## src/rtl/ice40_spi_pkg.sv

```systemverilog
// Shared definitions for the SB_SPI wishbone byte-stream master: register map,
// status bit positions, init values and the controller state encoding.
package ice40_spi_pkg;

  localparam logic [3:0] REG_CR1  = 4'h9;
  localparam logic [3:0] REG_CR2  = 4'hA;
  localparam logic [3:0] REG_BR   = 4'hB;
  localparam logic [3:0] REG_SR   = 4'hC;
  localparam logic [3:0] REG_TXDR = 4'hD;
  localparam logic [3:0] REG_RXDR = 4'hE;
  localparam logic [3:0] REG_CSR  = 4'hF;

  localparam int SR_TIP  = 7;
  localparam int SR_TRDY = 4;
  localparam int SR_RRDY = 3;

  localparam logic [7:0] CR1_INIT = 8'h80;
  localparam logic [7:0] CR2_INIT = 8'hC0;
  localparam logic [7:0] CSR_IDLE = 8'h0F;

  typedef enum logic [3:0] {
    ST_INIT0, ST_INIT1, ST_INIT2, ST_INIT3,
    ST_IDLE, ST_CSON, ST_WTRDY, ST_TXW,
    ST_WRRDY, ST_RXR, ST_WTIP, ST_CSOFF
  } state_t;

  // Active-low chip-select pattern with only the selected line driven low.
  function automatic logic [7:0] csr_select(input logic [1:0] idx);
    return CSR_IDLE & ~(8'd1 << idx);
  endfunction

endpackage

```

## src/rtl/ice40_spi_wb_xfer_bus.sv

```systemverilog
// Single-access wishbone engine: launches one access per request, holds the
// bus stable until ack, and signals completion in the ack cycle.
module ice40_spi_wb_xfer_bus (
  input  logic       clk,
  input  logic       rst_n,
  input  logic       req,
  input  logic [3:0] addr,
  input  logic       we,
  input  logic [7:0] wdata,
  output logic       done,
  output logic [7:0] rdata,
  output logic       cyc,
  output logic [3:0] bus_addr,
  output logic       bus_we,
  output logic [7:0] bus_wdata,
  input  logic       ack,
  input  logic [7:0] bus_rdata
);

  // A new access is only launched from a cycle with cyc low, so the ack
  // cycle is always followed by at least one idle cycle on the bus.
  always_ff @(posedge clk or negedge rst_n) begin
    if (!rst_n) begin
      cyc       <= 1'b0;
      bus_addr  <= 4'h0;
      bus_we    <= 1'b0;
      bus_wdata <= 8'h00;
    end else if (!cyc) begin
      if (req) begin
        cyc       <= 1'b1;
        bus_addr  <= addr;
        bus_we    <= we;
        bus_wdata <= wdata;
      end
    end else if (ack) begin
      cyc <= 1'b0;
    end
  end

  assign done  = cyc & ack;
  assign rdata = bus_rdata;

endmodule

```

## src/rtl/ice40_spi_wb_xfer.sv

```systemverilog
// Byte-stream SPI master on top of the SB_SPI wishbone wrapper: configures the
// hard IP after reset, then runs one CS/TX/RX sequence per accepted byte.
module ice40_spi_wb_xfer
  import ice40_spi_pkg::*;
#(
  parameter int N_CS    = 1,
  parameter int CLK_DIV = 2,
  parameter int TIMEOUT = 1023
) (
  input  logic        clk,
  input  logic        rst_n,
  input  logic [7:0]  tx_data,
  input  logic [1:0]  tx_cs,
  input  logic        tx_last,
  input  logic        tx_valid,
  output logic        tx_ready,
  output logic [7:0]  rx_data,
  output logic        rx_valid,
  input  logic        rx_ready,
  output logic        busy,
  output logic        err,
  input  logic        err_clr,
  output logic [3:0]  wb_addr,
  output logic [31:0] wb_wdata,
  input  logic [31:0] wb_rdata,
  output logic        wb_we,
  output logic        wb_cyc,
  input  logic        wb_ack
);

  localparam logic [1:0] CS_MAX   = 2'(N_CS - 1);
  localparam logic [9:0] POLL_MAX = 10'(TIMEOUT - 1);

  state_t     state, state_nxt;
  logic       req, acc_we, done, timeout, accept;
  logic       cs_act, resume, last_q, poll_last;
  logic [3:0] acc_addr;
  logic [7:0] acc_wdata, rdata, data_q, bus_wdata;
  logic [1:0] cs_q, cs_idx, tx_cs_eff;
  logic [9:0] poll_cnt;
  logic       rdata_unused;

  ice40_spi_wb_xfer_bus u_bus (
    .clk       (clk),
    .rst_n     (rst_n),
    .req       (req),
    .addr      (acc_addr),
    .we        (acc_we),
    .wdata     (acc_wdata),
    .done      (done),
    .rdata     (rdata),
    .cyc       (wb_cyc),
    .bus_addr  (wb_addr),
    .bus_we    (wb_we),
    .bus_wdata (bus_wdata),
    .ack       (wb_ack),
    .bus_rdata (wb_rdata[7:0])
  );

  assign wb_wdata     = {24'h0, bus_wdata};
  assign rdata_unused = ^wb_rdata[31:8];

  // Out-of-range indices are clamped to the highest implemented select.
  assign tx_cs_eff = (tx_cs > CS_MAX) ? CS_MAX : tx_cs;
  assign tx_ready  = (state == ST_IDLE) && !rx_valid;
  assign accept    = tx_valid && tx_ready;
  assign poll_last = (poll_cnt == POLL_MAX);

  always_ff @(posedge clk or negedge rst_n) begin
    if (!rst_n) state <= ST_INIT0;
    else        state <= state_nxt;
  end

  always_comb begin
    state_nxt = state;
    req       = 1'b1;
    acc_addr  = REG_SR;
    acc_we    = 1'b0;
    acc_wdata = 8'h00;
    timeout   = 1'b0;
    case (state)
      ST_INIT0: begin
        acc_addr = REG_CR1; acc_we = 1'b1; acc_wdata = CR1_INIT;
        if (done) state_nxt = ST_INIT1;
      end
      ST_INIT1: begin
        acc_addr = REG_CR2; acc_we = 1'b1; acc_wdata = CR2_INIT;
        if (done) state_nxt = ST_INIT2;
      end
      ST_INIT2: begin
        acc_addr = REG_BR; acc_we = 1'b1; acc_wdata = 8'(CLK_DIV);
        if (done) state_nxt = ST_INIT3;
      end
      ST_INIT3: begin
        acc_addr = REG_CSR; acc_we = 1'b1; acc_wdata = CSR_IDLE;
        if (done) state_nxt = ST_IDLE;
      end
      ST_IDLE: begin
        req = 1'b0;
        if (accept) begin
          if (!cs_act)                  state_nxt = ST_CSON;
          else if (cs_idx != tx_cs_eff) state_nxt = ST_CSOFF;
          else                          state_nxt = ST_WTRDY;
        end
      end
      ST_CSON: begin
        acc_addr = REG_CSR; acc_we = 1'b1; acc_wdata = csr_select(cs_q);
        if (done) state_nxt = ST_WTRDY;
      end
      ST_WTRDY: begin
        if (done) begin
          if (rdata[SR_TRDY]) state_nxt = ST_TXW;
          else if (poll_last) begin timeout = 1'b1; state_nxt = ST_CSOFF; end
        end
      end
      ST_TXW: begin
        acc_addr = REG_TXDR; acc_we = 1'b1; acc_wdata = data_q;
        if (done) state_nxt = ST_WRRDY;
      end
      ST_WRRDY: begin
        if (done) begin
          if (rdata[SR_RRDY]) state_nxt = ST_RXR;
          else if (poll_last) begin timeout = 1'b1; state_nxt = ST_CSOFF; end
        end
      end
      ST_RXR: begin
        acc_addr = REG_RXDR;
        if (done) state_nxt = last_q ? ST_WTIP : ST_IDLE;
      end
      ST_WTIP: begin
        if (done) begin
          if (!rdata[SR_TIP]) state_nxt = ST_CSOFF;
          else if (poll_last) begin timeout = 1'b1; state_nxt = ST_CSOFF; end
        end
      end
      ST_CSOFF: begin
        acc_addr = REG_CSR; acc_we = 1'b1; acc_wdata = CSR_IDLE;
        if (done) state_nxt = resume ? ST_CSON : ST_IDLE;
      end
      default: state_nxt = ST_INIT0;
    endcase
  end

  // resume marks a CSOFF that is only a detour on the way to a new select.
  always_ff @(posedge clk or negedge rst_n) begin
    if (!rst_n) begin
      data_q   <= 8'h00;
      cs_q     <= 2'd0;
      last_q   <= 1'b0;
      resume   <= 1'b0;
      cs_act   <= 1'b0;
      cs_idx   <= 2'd0;
      poll_cnt <= 10'd0;
      rx_data  <= 8'h00;
      rx_valid <= 1'b0;
      err      <= 1'b0;
      busy     <= 1'b0;
    end else begin
      if (accept) begin
        data_q <= tx_data;
        cs_q   <= tx_cs_eff;
        last_q <= tx_last;
        resume <= cs_act && (cs_idx != tx_cs_eff);
      end
      if (state_nxt != state) poll_cnt <= 10'd0;
      else if (done)          poll_cnt <= poll_cnt + 10'd1;
      if (state == ST_CSON && done) begin
        cs_act <= 1'b1;
        cs_idx <= cs_q;
      end
      if (state == ST_CSOFF && done) begin
        cs_act <= 1'b0;
        resume <= 1'b0;
      end
      if (rx_valid && rx_ready) rx_valid <= 1'b0;
      if (state == ST_RXR && done) begin
        rx_data  <= rdata;
        rx_valid <= 1'b1;
      end
      if (timeout)      err <= 1'b1;
      else if (err_clr) err <= 1'b0;
      busy <= (state_nxt != ST_IDLE);
    end
  end

endmodule

```

## config.mk

```make
export PLATFORM = sky130hd
export DESIGN_NAME = ice40_spi_wb_xfer
export DESIGN_NICKNAME = d
export VERILOG_FILES = /design/src/rtl/ice40_spi_pkg.sv /design/src/rtl/ice40_spi_wb_xfer_bus.sv /design/src/rtl/ice40_spi_wb_xfer.sv
export SDC_FILE = /design/constraint.sdc
export NUM_CORES = 1
export LEC_CHECK = 0
export ABC_AREA = 1
export ABC_CLOCK_PERIOD_IN_PS = 3100
export BUFFER_PORTS_ARGS = -buffer_cell sky130_fd_sc_hd__buf_2
export CAP_MARGIN = 25
export CORE_AREA = 2 2 98 62
export DETAILED_ROUTE_END_ITERATION = 12
export DIE_AREA = 0 0 100 64
export GPL_TIMING_DRIVEN = 0
export PLACE_DENSITY = 0.84
export SLEW_MARGIN = 20
export SYNTH_ARGS = -nofsm -noshare
export SYNTH_HDL_FRONTEND = slang
export SYNTH_SLANG_ARGS = --single-unit
```

## constraint.sdc

```tcl
create_clock -name clk -period 3.1 [get_ports clk]
set_input_delay 0.31 -clock clk [delete_from_list [all_inputs] [get_ports clk]]
set_output_delay 0.31 -clock clk [all_outputs]
set_load 0.02 [all_outputs]
```

### Word level (Yosys, flattened, before mapping)

Index checks and enable logic that the tools add are counted.

| storage, ports and cells | value |
|---|---|
| output and inout port bits | 50 |
| bits of input ports | 49 |
| register bits | 54 |
| logic and storage cells | 102 |

| cells by class | value |
|---|---|
| magnitude comparators | 1 |
| shifts and indexed selects | 1 |
| add/sub/neg operators | 1 |
| bitwise gates (word level) | 4 |
| equal/unequal tests | 15 |
| reduce and logical (&&, ||, !) cells | 18 |
| muxes and demuxes | 46 |

Operator list:

| operator | count |
|---|---|
| 4-bit 2-to-1 mux | 19 |
| 4-bit case mux with 12 select lines | 1 |
| 8-bit case mux with 6 select lines | 1 |
| 1-bit 2-to-1 mux | 20 |
| 10-bit 2-to-1 mux | 2 |
| 3-bit case mux with 6 select lines | 1 |
| 4-bit by 3-bit equality test with 1-bit output, second input constant | 4 |
| 4-bit equality test, second input constant | 4 |
| 10-bit by 1-bit adder with 10-bit output, second input constant | 1 |
| 10-bit equality test, second input constant | 1 |
| 2-bit nonzero test | 5 |
| 4-bit by 2-bit equality test with 1-bit output, second input constant | 2 |
| 1-bit logical AND | 7 |
| 7-bit OR reduction | 1 |
| 4-bit by 1-bit equality test with 1-bit output, second input constant | 1 |
| 4-bit logical NOT | 1 |
| 4-bit by 3-bit inequality test with 1-bit output, second input constant | 1 |
| 4-bit inequality test | 1 |
| 4-bit inverter | 1 |
| 1-bit by 2-bit << shifter with 4-bit output, first input constant | 1 |
| 1-bit case mux with 3 select lines | 1 |
| 3-bit OR reduction | 1 |
| 2-bit by 1-bit > comparator with 1-bit output, second input constant | 1 |
| 2-bit 2-to-1 mux | 1 |
| other kinds (6) | 7 |

### Depth between registers and ports, before layout

Gate-level depths: netlist (run 1).

| depth | value |
|---|---|
| word-level depth | 9 |
| gate-level depth with buffers | 13 |
| mapped depth without buffers | 13 |

### Modules after synthesis

Synthesis (run 1) repeated with hierarchy kept, for this count alone.

| second synthesis, totals | value |
|---|---|
| cells, all modules | 418 |
| area total of the unflattened synthesis | 3106.7 sq um |

By module, submodules not included:

| module | sequential area each (sq um) | area an instance (sq um) | instances | cells an instance |
|---|---|---|---|---|
| ice40_spi_wb_xfer | 1001.0 | 2487.4 | 1 | 349 |
| ice40_spi_wb_xfer_bus | 350.3 | 619.3 | 1 | 69 |

### Worst setup path before layout (run 1)

OpenSTA, ideal clock, no wires.

| path | value |
|---|---|
| path kind | register -> register |
| start | register u_bus.cyc |
| end | register poll_cnt[9] |
| setup time | 80 ps |
| period minus slack after synthesis | 1693 ps |
| cell stages (with the launch flop) | 13 |
| data arrival time | 1612 ps |
| required time | 3020 ps |
| path slack | 1407 ps |
| buffers on the path | 0 |
| path through | dfrtp_1 nand2_2 inv_2 nand2_1 nor2_1 nand2_1 nor2_1 nand3_1 nor2_1 nand2_1 nand2_1 nand2_1 nor3_2 |

| on the way | value |
|---|---|
| longest elaborated chain between the ends | 5 |
| elaborated cells between the ends (all ways) | 16 |
| classes of those cells | eq/ne: 1; mux: 13; bitwise: 1; reduce/logical: 1 |

RTL lines:

| item | RTL line | source |
|---|---|---|
| start, declared | ice40_spi_wb_xfer_bus.sv:12 | `output logic cyc,` |
| start signal, assigned | ice40_spi_wb_xfer_bus.sv:24 | `cyc <= 1'b0;` |
| start signal, assigned | ice40_spi_wb_xfer_bus.sv:30 | `cyc <= 1'b1;` |
| start signal, assigned | ice40_spi_wb_xfer_bus.sv:36 | `cyc <= 1'b0;` |
| 1-bit bitwise AND (*) | ice40_spi_wb_xfer_bus.sv:40 | `assign done = cyc & ack;` |
| 4-bit 2-to-1 mux (tied with other cells) | ice40_spi_wb_xfer.sv:138 | `if (done) state_nxt = resume ? ST_CSON : ST_IDLE;` |
| 4-bit case mux with 12 select lines | ice40_spi_wb_xfer.sv:81 | `case (state)` |
| 4-bit inequality test | ice40_spi_wb_xfer.sv:165 | `if (state_nxt != state) poll_cnt <= 10'd0;` |
| 10-bit 2-to-1 mux or 2-bit nonzero test (tied branches) | n/a |  |
| end signal, assigned | ice40_spi_wb_xfer.sv:166 | `else if (done) poll_cnt <= poll_cnt + 10'd1;` |
| end, declared | ice40_spi_wb_xfer.sv:40 | `logic [9:0] poll_cnt;` |

Every way passes the cells marked *; elsewhere a longest branch is shown, timed or not.
A chain may end at the register's enable or synchronous reset.

### Final worst setup path (run 1)

| path | value |
|---|---|
| start | register state[0] |
| end | register poll_cnt[8] |

| on the way | value |
|---|---|
| longest elaborated chain between the ends | 7 |
| elaborated cells between the ends (all ways) | 34 |
| classes of those cells | eq/ne: 12; mux: 18; reduce/logical: 4 |

RTL lines:

| item | RTL line | source |
|---|---|---|
| start, declared | ice40_spi_wb_xfer.sv:34 | `state_t state, state_nxt;` |
| start signal, assigned | ice40_spi_wb_xfer.sv:71 | `else state <= state_nxt;` |
| 4-bit by 3-bit equality test with 1-bit output | ice40_spi_wb_xfer.sv:65, ice40_spi_wb_xfer.sv:81 |  |
| 1-bit logical AND | ice40_spi_wb_xfer.sv:65 | `assign tx_ready = (state == ST_IDLE) && !rx_valid;` |
| 1-bit logical AND | ice40_spi_wb_xfer.sv:66 | `assign accept = tx_valid && tx_ready;` |
| 4-bit 2-to-1 mux | ice40_spi_wb_xfer.sv:100 | `if (accept) begin` |
| 4-bit case mux with 12 select lines (*) | ice40_spi_wb_xfer.sv:81 |  |
| named net state_nxt[1] | ice40_spi_wb_xfer.sv:34 |  |
| 4-bit inequality test (*) | ice40_spi_wb_xfer.sv:165 |  |
| 10-bit 2-to-1 mux or 2-bit nonzero test (tied branches) | n/a |  |

The timed path passes the listed nets; every way through them passes the cells marked *.

==> results of run 1 <==
## cell families (layout without fill, tap and decap cells)
| kind of cell | after synthesis | after routing | synth area share |
|---|---|---|---|
| buffers and inverters | 63 | 119 | 0.112 |
| DFF | 54 | 54 | 0.454 |
| xor gates and xnor gates | 7 | 7 | 0.0206 |
| adders and majority gates | 2 | 2 | 0.00841 |
| AOI/OAI and AO/OA | 34 | 34 | 0.0614 |
| other | 1 | 24 | 0.00126 |
| muxes | 11 | 11 | 0.0416 |
| and+or+nand+nor | 188 | 188 | 0.301 |
## per-stage QoR
step	std cells	setup WS, ns	power (mW)
2_1_floorplan	383	1.41	1.94
3_3_place_gp	500	1.04	2.25
3_5_place_dp	500	1.08	2.29
4_1_cts	508	1.04	2.76
5_1_grt	508	0.822	2.97
6_report	508	0.969	2.77
## Yosys cell counts, drive strengths merged
cell type and number:
inv 31, nor2 45, nand4 6, clkinv 1
o22a 1, xnor2 2, ha 2, clkbuf 4
mux2 11, nor3 14, o21ai 21, a21oi 8
o22ai 1, o211ai 1, dfrtp 54, xor2 5
nand3b 1, nand3 26, a21boi 1, or2 2
a211oi 1, nand2 93, buf 27, conb 1
and3 1
## area by class of cell
| type | count | area, um^2 |
|---|---|---|
| plain buffers | 31 | 213 |
| clock buffers | 5 | 68.8 |
| clock inverters | 3 | 40.0 |
| fillers | 460 | 1960 |
| inverters | 32 | 120 |
| multi-input cells | 266 | 1380 |
| flip-flops and latches | 54 | 1350 |
| well taps | 69 | 86.3 |
| repair buffers | 48 | 243 |
## path summary, 6_finish.rpt
kind / startpoint / to / slack (ns)
worst min-delay path: rst_n / data_q[5] / 0.02
worst max-delay path: state[0] / poll_cnt[8] / 0.97
min in group clk: rx_ready / rx_valid / 0.18
max in group asynchronous: rst_n / data_q[4] / 2.63
worst max register to register: state[0] / poll_cnt[8] / 0.97
worst min register to register: u_bus.bus_addr[3] / u_bus.bus_addr[3] / 0.47
## power by group
| part | internal [mW] | leakage [nW] | switching (mW) |
|---|---|---|---|
| clock network | 0.238 | 0.0579 | 0.233 |
| registers | 0.893 | 0.691 | 0.129 |
| logic | 0.408 | 1.11 | 0.869 |
## routing by layer
metal,global-route usage,wire length [um]
met1,0.335,3230
met3,0.0558,600
met4,0.0719,87
met2,0.306,2670
met5,0,0
## registers in the layout (all words and copies together) (netlist names)
name             count
busy                 1
cs_act               1
cs_idx               2
cs_q                 2
data_q               8
err                  1
last_q               1
poll_cnt            10
resume               1
rx_data              8
rx_valid             1
state                4
u_bus.bus_addr       4
u_bus.bus_wdata      8
u_bus.bus_we         1
u_bus.cyc            1
## worst max-delay path, delay by kind of cell, from the launching register on
family	cells	cell delay (ns)
buf+inv	1	0.20
flops	1	0.49
simple gates	8	1.35
==> results.toml, run 1 <==
[run_status]
outcome = "finished clean"

[cts]
h-tree-depth = 2
root_buffer = "clkbuf_8"
tritoncts = "built"
cts_made_buffers = 5
cts_hold_buf = 0
cts_resized = 0
worstSkewPairLatency_ns = 0.31
clkTransAtPathRegs_ns = 0.10
post_cts_buffers = 0
cts_max_path_buffers = 2
clock_sinks = 54

[critical_path]
path_max_fanout = 10
rr_worst_depth = 9
criticalPathCategory = "reg2reg"
max_stage_delay_ns = 0.49
crit_path_start_kind = "flip-flop"
cp-end-kind = "flip-flop"
arrival_ns = 2.36
crit_slowest_cell = "dfrtp_1"
cpMostUsedCell = "nand2_1"
path_cells = "inv_2 -> nand2_1 -> nor2_1 -> nand4_1 -> nand4_2 -> nand2_1 -> nand2_1 -> nand2_4 -> nor3_2"
worstPathRequired_ns = 3.33

[final_layout]
syn_to_final_growth_pct = 17.6
fin_area_mm2 = 0.00350
finish.utilization = 0.641
antenna_cells = 0
layout-drive-gt1-share = 0.285
layout_common_cells = "nand2_1 (86), dfrtp_1 (54), buf_2 (49)"
layout.nets = 489
layout_commonest_cell = "nand2_1"

[synth]
yosys_warnings = 0
syn_area_per_cell_um2 = 8.27
post-synth-top-area-cell = "dfrtp_1"
syn_inst = 360
synth_top_area_share = 0.454
synth_area_leaders = "dfrtp_1 (45%), nand2_1 (11%), buf_4 (6.3%)"
synth.distinct_cells = 34
ys_ff_latch = 54
synth_seq_area_share = 0.454
syn_area_mm2 = 0.00298

[floorplanning]
die_x_um = 100
die-area_mm2 = 0.00640
die_h_um = 64
io_pins = 99
std_cell_rows = 21
core-area_mm2 = 0.00547
initial_core_util = 0.545

[detailed_routing]
first_pass_iters = 5
via_per_inst = 5.11
remaining_drc_errors = 0
drt-total-wl_um = 6580
wl_per_cell_um = 13.0
drt-initial-drc-count = 221
ant_nets = 0
vias = 2595

[pwr]
power_density_mw_per_mm2 = 791
irDropWorstVdd_mv = 0.398
power.leakage_nw = 1.86

[timing]
fin_crit_ns = 2.13
tightest_slew_ns = 0.662
finalHoldViolCount = 0
fin_worst_skew_ns = 0.00884
setup_viol = 0
period_share = 0.687
max_slew_margin = 0.559
grt_setup_unrepaired = "false"
max_freq_mhz = 469
final.setup.tns_ns = 0
whs_ns = 0.0192
drv_slew = 0

[global_routing]
grt_pass1_wl_um = 11200
grt_max_degree = 55
antenna_found_initial = 0
grt_remaining_overflow = 0
grt_pass1_vias = 2420
grt_usage = 0.220

[placement]
portBuffers = 48
dpl_cell_area_mm2 = 0.00339
dp_hpwl_um = 5040
gp_congestion = 0.936

[min_path]
hold_class = "in2async"

[flow_run]
maxCapViolCount = 0
Note: power is estimated with default switching activity, not from simulation.
==> run 2: changes to the inputs <==
- ABC_AREA: 1 -> 0
- ABC_CLOCK_PERIOD_IN_PS: 3100 -> 2050
- CORE_AREA: 2 2 98 62 -> 2 2 102 65
- DIE_AREA: 0 0 100 64 -> 0 0 104 67
- PLACE_DENSITY: 0.84 -> 0.77
- clock period: 3.1 -> 2.05 ns (I/O delays scaled with it)
==> run 2 against run 1 <==
Effect of this change:
- sequential cell count unchanged
- critical path depth decreased by 3
- via count decreased by 7.5%
- core utilization decreased by 4.0 points
- worst hold slack improved by 0.072 ns
- fmax increased by 5.8%
- worst setup slack got worse by 0.93 ns
- global-route usage decreased by 1.7 points
- clock skew increased by 0.0030 ns
- sequential power increased by 58%
- total power increased by 72%
- synthesized area decreased by 1.8%
- critical endpoint is now poll_cnt[1]
==> results.toml, run 2 <==
[run_status]
outcome = "finished clean"

[placement]
gp_congestion = 0.917
portBuffers = 48
dpl_cell_area_mm2 = 0.00336
dp_hpwl_um = 4990

[synth]
synth_area_leaders = "dfrtp_1 (46%), mux2_2 (7.3%), buf_4 (6.7%)"
ys_ff_latch = 54
synth.distinct_cells = 53
syn_area_mm2 = 0.00292
synth_seq_area_share = 0.462
syn_inst = 289
synth_most_common_cell = "dfrtp_1"
post-synth-top-area-cell = "dfrtp_1"
synth_common_cells = "dfrtp_1 (54), buf_4 (26), nand2_1 (24)"
yosys_warnings = 0
ys_async_sr_fraction = 1.00
synth_top_area_share = 0.462
synth-edff-count = 0
synth_ff_type = "dfrtp_1"
syn_area_per_cell_um2 = 10.1

[timing]
finalHoldViolCount = 0
period_share = 0.982
whs_ns = 0.0912
max_slew_margin = 0.552
setup_viol = 0
drv_slew = 0
grt_setup_unrepaired = "true"
max_freq_mhz = 497
fin_crit_ns = 2.01
tightest_slew_ns = 0.672
fin_worst_skew_ns = 0.0118
final.setup.tns_ns = 0

[critical_path]
startpoint = "state[2]"
critPathBufInv = 0
r2r_end = "poll_cnt[1]"
reg2reg_setup_slack_ns = 0.04
r2r-start = "state[2]"
crit_slowest_cell = "dfrtp_2"
max_stage_delay_ns = 0.47
worstPathRequired_ns = 2.26
path_max_fanout = 10
arrival_ns = 2.22
path_cells = "nor2b_4 -> and2_2 -> a31oi_1 -> o2111ai_2 -> xnor2_4 -> a2111oi_4"
criticalPathCategory = "reg2reg"
crit_path_start_kind = "flip-flop"
rr_worst_depth = 6
cp-end-kind = "flip-flop"
crit_family = "compound AO/OA/AOI/OAI gates"

[detailed_routing]
remaining_drc_errors = 0
vias = 2400
wl_per_cell_um = 15.1
via_per_inst = 5.27
first_pass_iters = 6
ant_nets = 0
drt-initial-drc-count = 188
drt-total-wl_um = 6870

[floorplanning]
io_pins = 99
core-area_mm2 = 0.00595
std_cell_rows = 22
initial_core_util = 0.492
die_x_um = 104
die-area_mm2 = 0.00697
die_h_um = 67

[final_layout]
largest_reg_flops = 10
layout_commonest_cell = "dfrtp_1"
max_flop_register = "poll_cnt"
layout.nets = 421
fin_area_mm2 = 0.00357
layout-drive-gt1-share = 0.356
antenna_cells = 0
layout_common_cells = "dfrtp_1 (52), buf_2 (50), buf_4 (27)"
final.fill_count = 532
syn_to_final_growth_pct = 22.2
finish.utilization = 0.601

[global_routing]
grt_remaining_overflow = 0
grt_pass1_vias = 2179
grt_pass1_wl_um = 11000
grt_usage = 0.203
antenna_found_initial = 0
grt_max_degree = 55

[min_path]
worstHoldStart = "rx_ready"
hold_end = "rx_valid"
hold_path_depth = 2
hold_class = "in2reg"

[pwr]
power_density_mw_per_mm2 = 1340
irDropWorstVdd_mv = 0.663
fin_total_pwr_mw = 4.77
power.leakage_nw = 1.68

[flow_run]
maxCapViolCount = 0

[cts]
root_buffer = "clkbuf_8"
worstSkewPairLatency_ns = 0.31
clock_sinks = 54
cts_made_buffers = 5
tritoncts = "built"
clkTransAtPathRegs_ns = 0.09
h-tree-depth = 2
cts_max_path_buffers = 2
run 2: repair_timing:
item                       4_1_cts  5_1_grt
hold endpoints to repair        54        0
hold buffers                     1        0
gates resized for setup          3       14
setup endpoints to repair       10       32
pin swaps                        1        4
setup buffers                    1        2
run 2: layer usage:
metal / track usage / vias to the layer above / share of wire
li1: - / 1141 / -
met1: 0.308 / 1128 / 0.47
met2: 0.284 / 123 / 0.42
met3: 0.0568 / 8 / 0.10
met4: 0.0456 / 0 / 0.010
met5: 0 / - / 0
run 2: cell families (layout without fill, tap and decap cells):
family | after synthesis | count (layout) | synth area share
multiplexers | 19 | 19 | 0.0732
adder cells (fa/ha/maj) | 2 | 2 | 0.00856
AO/OA/AOI/OAI | 63 | 63 | 0.157
flip-flops | 54 | 54 | 0.462
XOR/XNOR | 10 | 10 | 0.0325
other | 1 | 24 | 0.00128
buffers and inverters | 45 | 104 | 0.0950
AND/OR/NAND/NOR | 95 | 95 | 0.170
run 2: layout make-up:
cell class                 count  area (um^2)  share of cell area
sequential                    54         1350               0.379
tap                           84          105              0.0294
inverter                       9         37.5              0.0105
clock buffer                   7         76.3              0.0214
timing repair buffer          52          288              0.0805
buffer                        35          249              0.0697
clock inverter                 1         30.0             0.00840
multi-input combinational    213         1430               0.401
run 2: how the worst max path moves through the flow:
stage,end,slack [ns],cells past startpoint
2_1_floorplan,poll_cnt[1],0.21,6
3_3_place_gp,poll_cnt[6],0.002,6
3_5_place_dp,poll_cnt[9],-0.02,7
4_1_cts,poll_cnt[1],0.007,6
5_1_grt,poll_cnt[1],-0.04,6
6_report,poll_cnt[1],0.04,6
run 2: stage by stage:
step           instances  setup WS (ns)
2_1_floorplan        312          0.211
3_5_place_dp         444        -0.0229
6_report             455         0.0361
4_1_cts              454        0.00656
3_3_place_gp         444        0.00199
5_1_grt              455        -0.0377
run 2: power by group:
group / switching (mW) / total (mW) / internal (mW)
Sequential: 0.248 / 1.61 / 1.36
Combinational: 1.46 / 2.45 / 0.993
Clock: 0.343 / 0.709 / 0.366
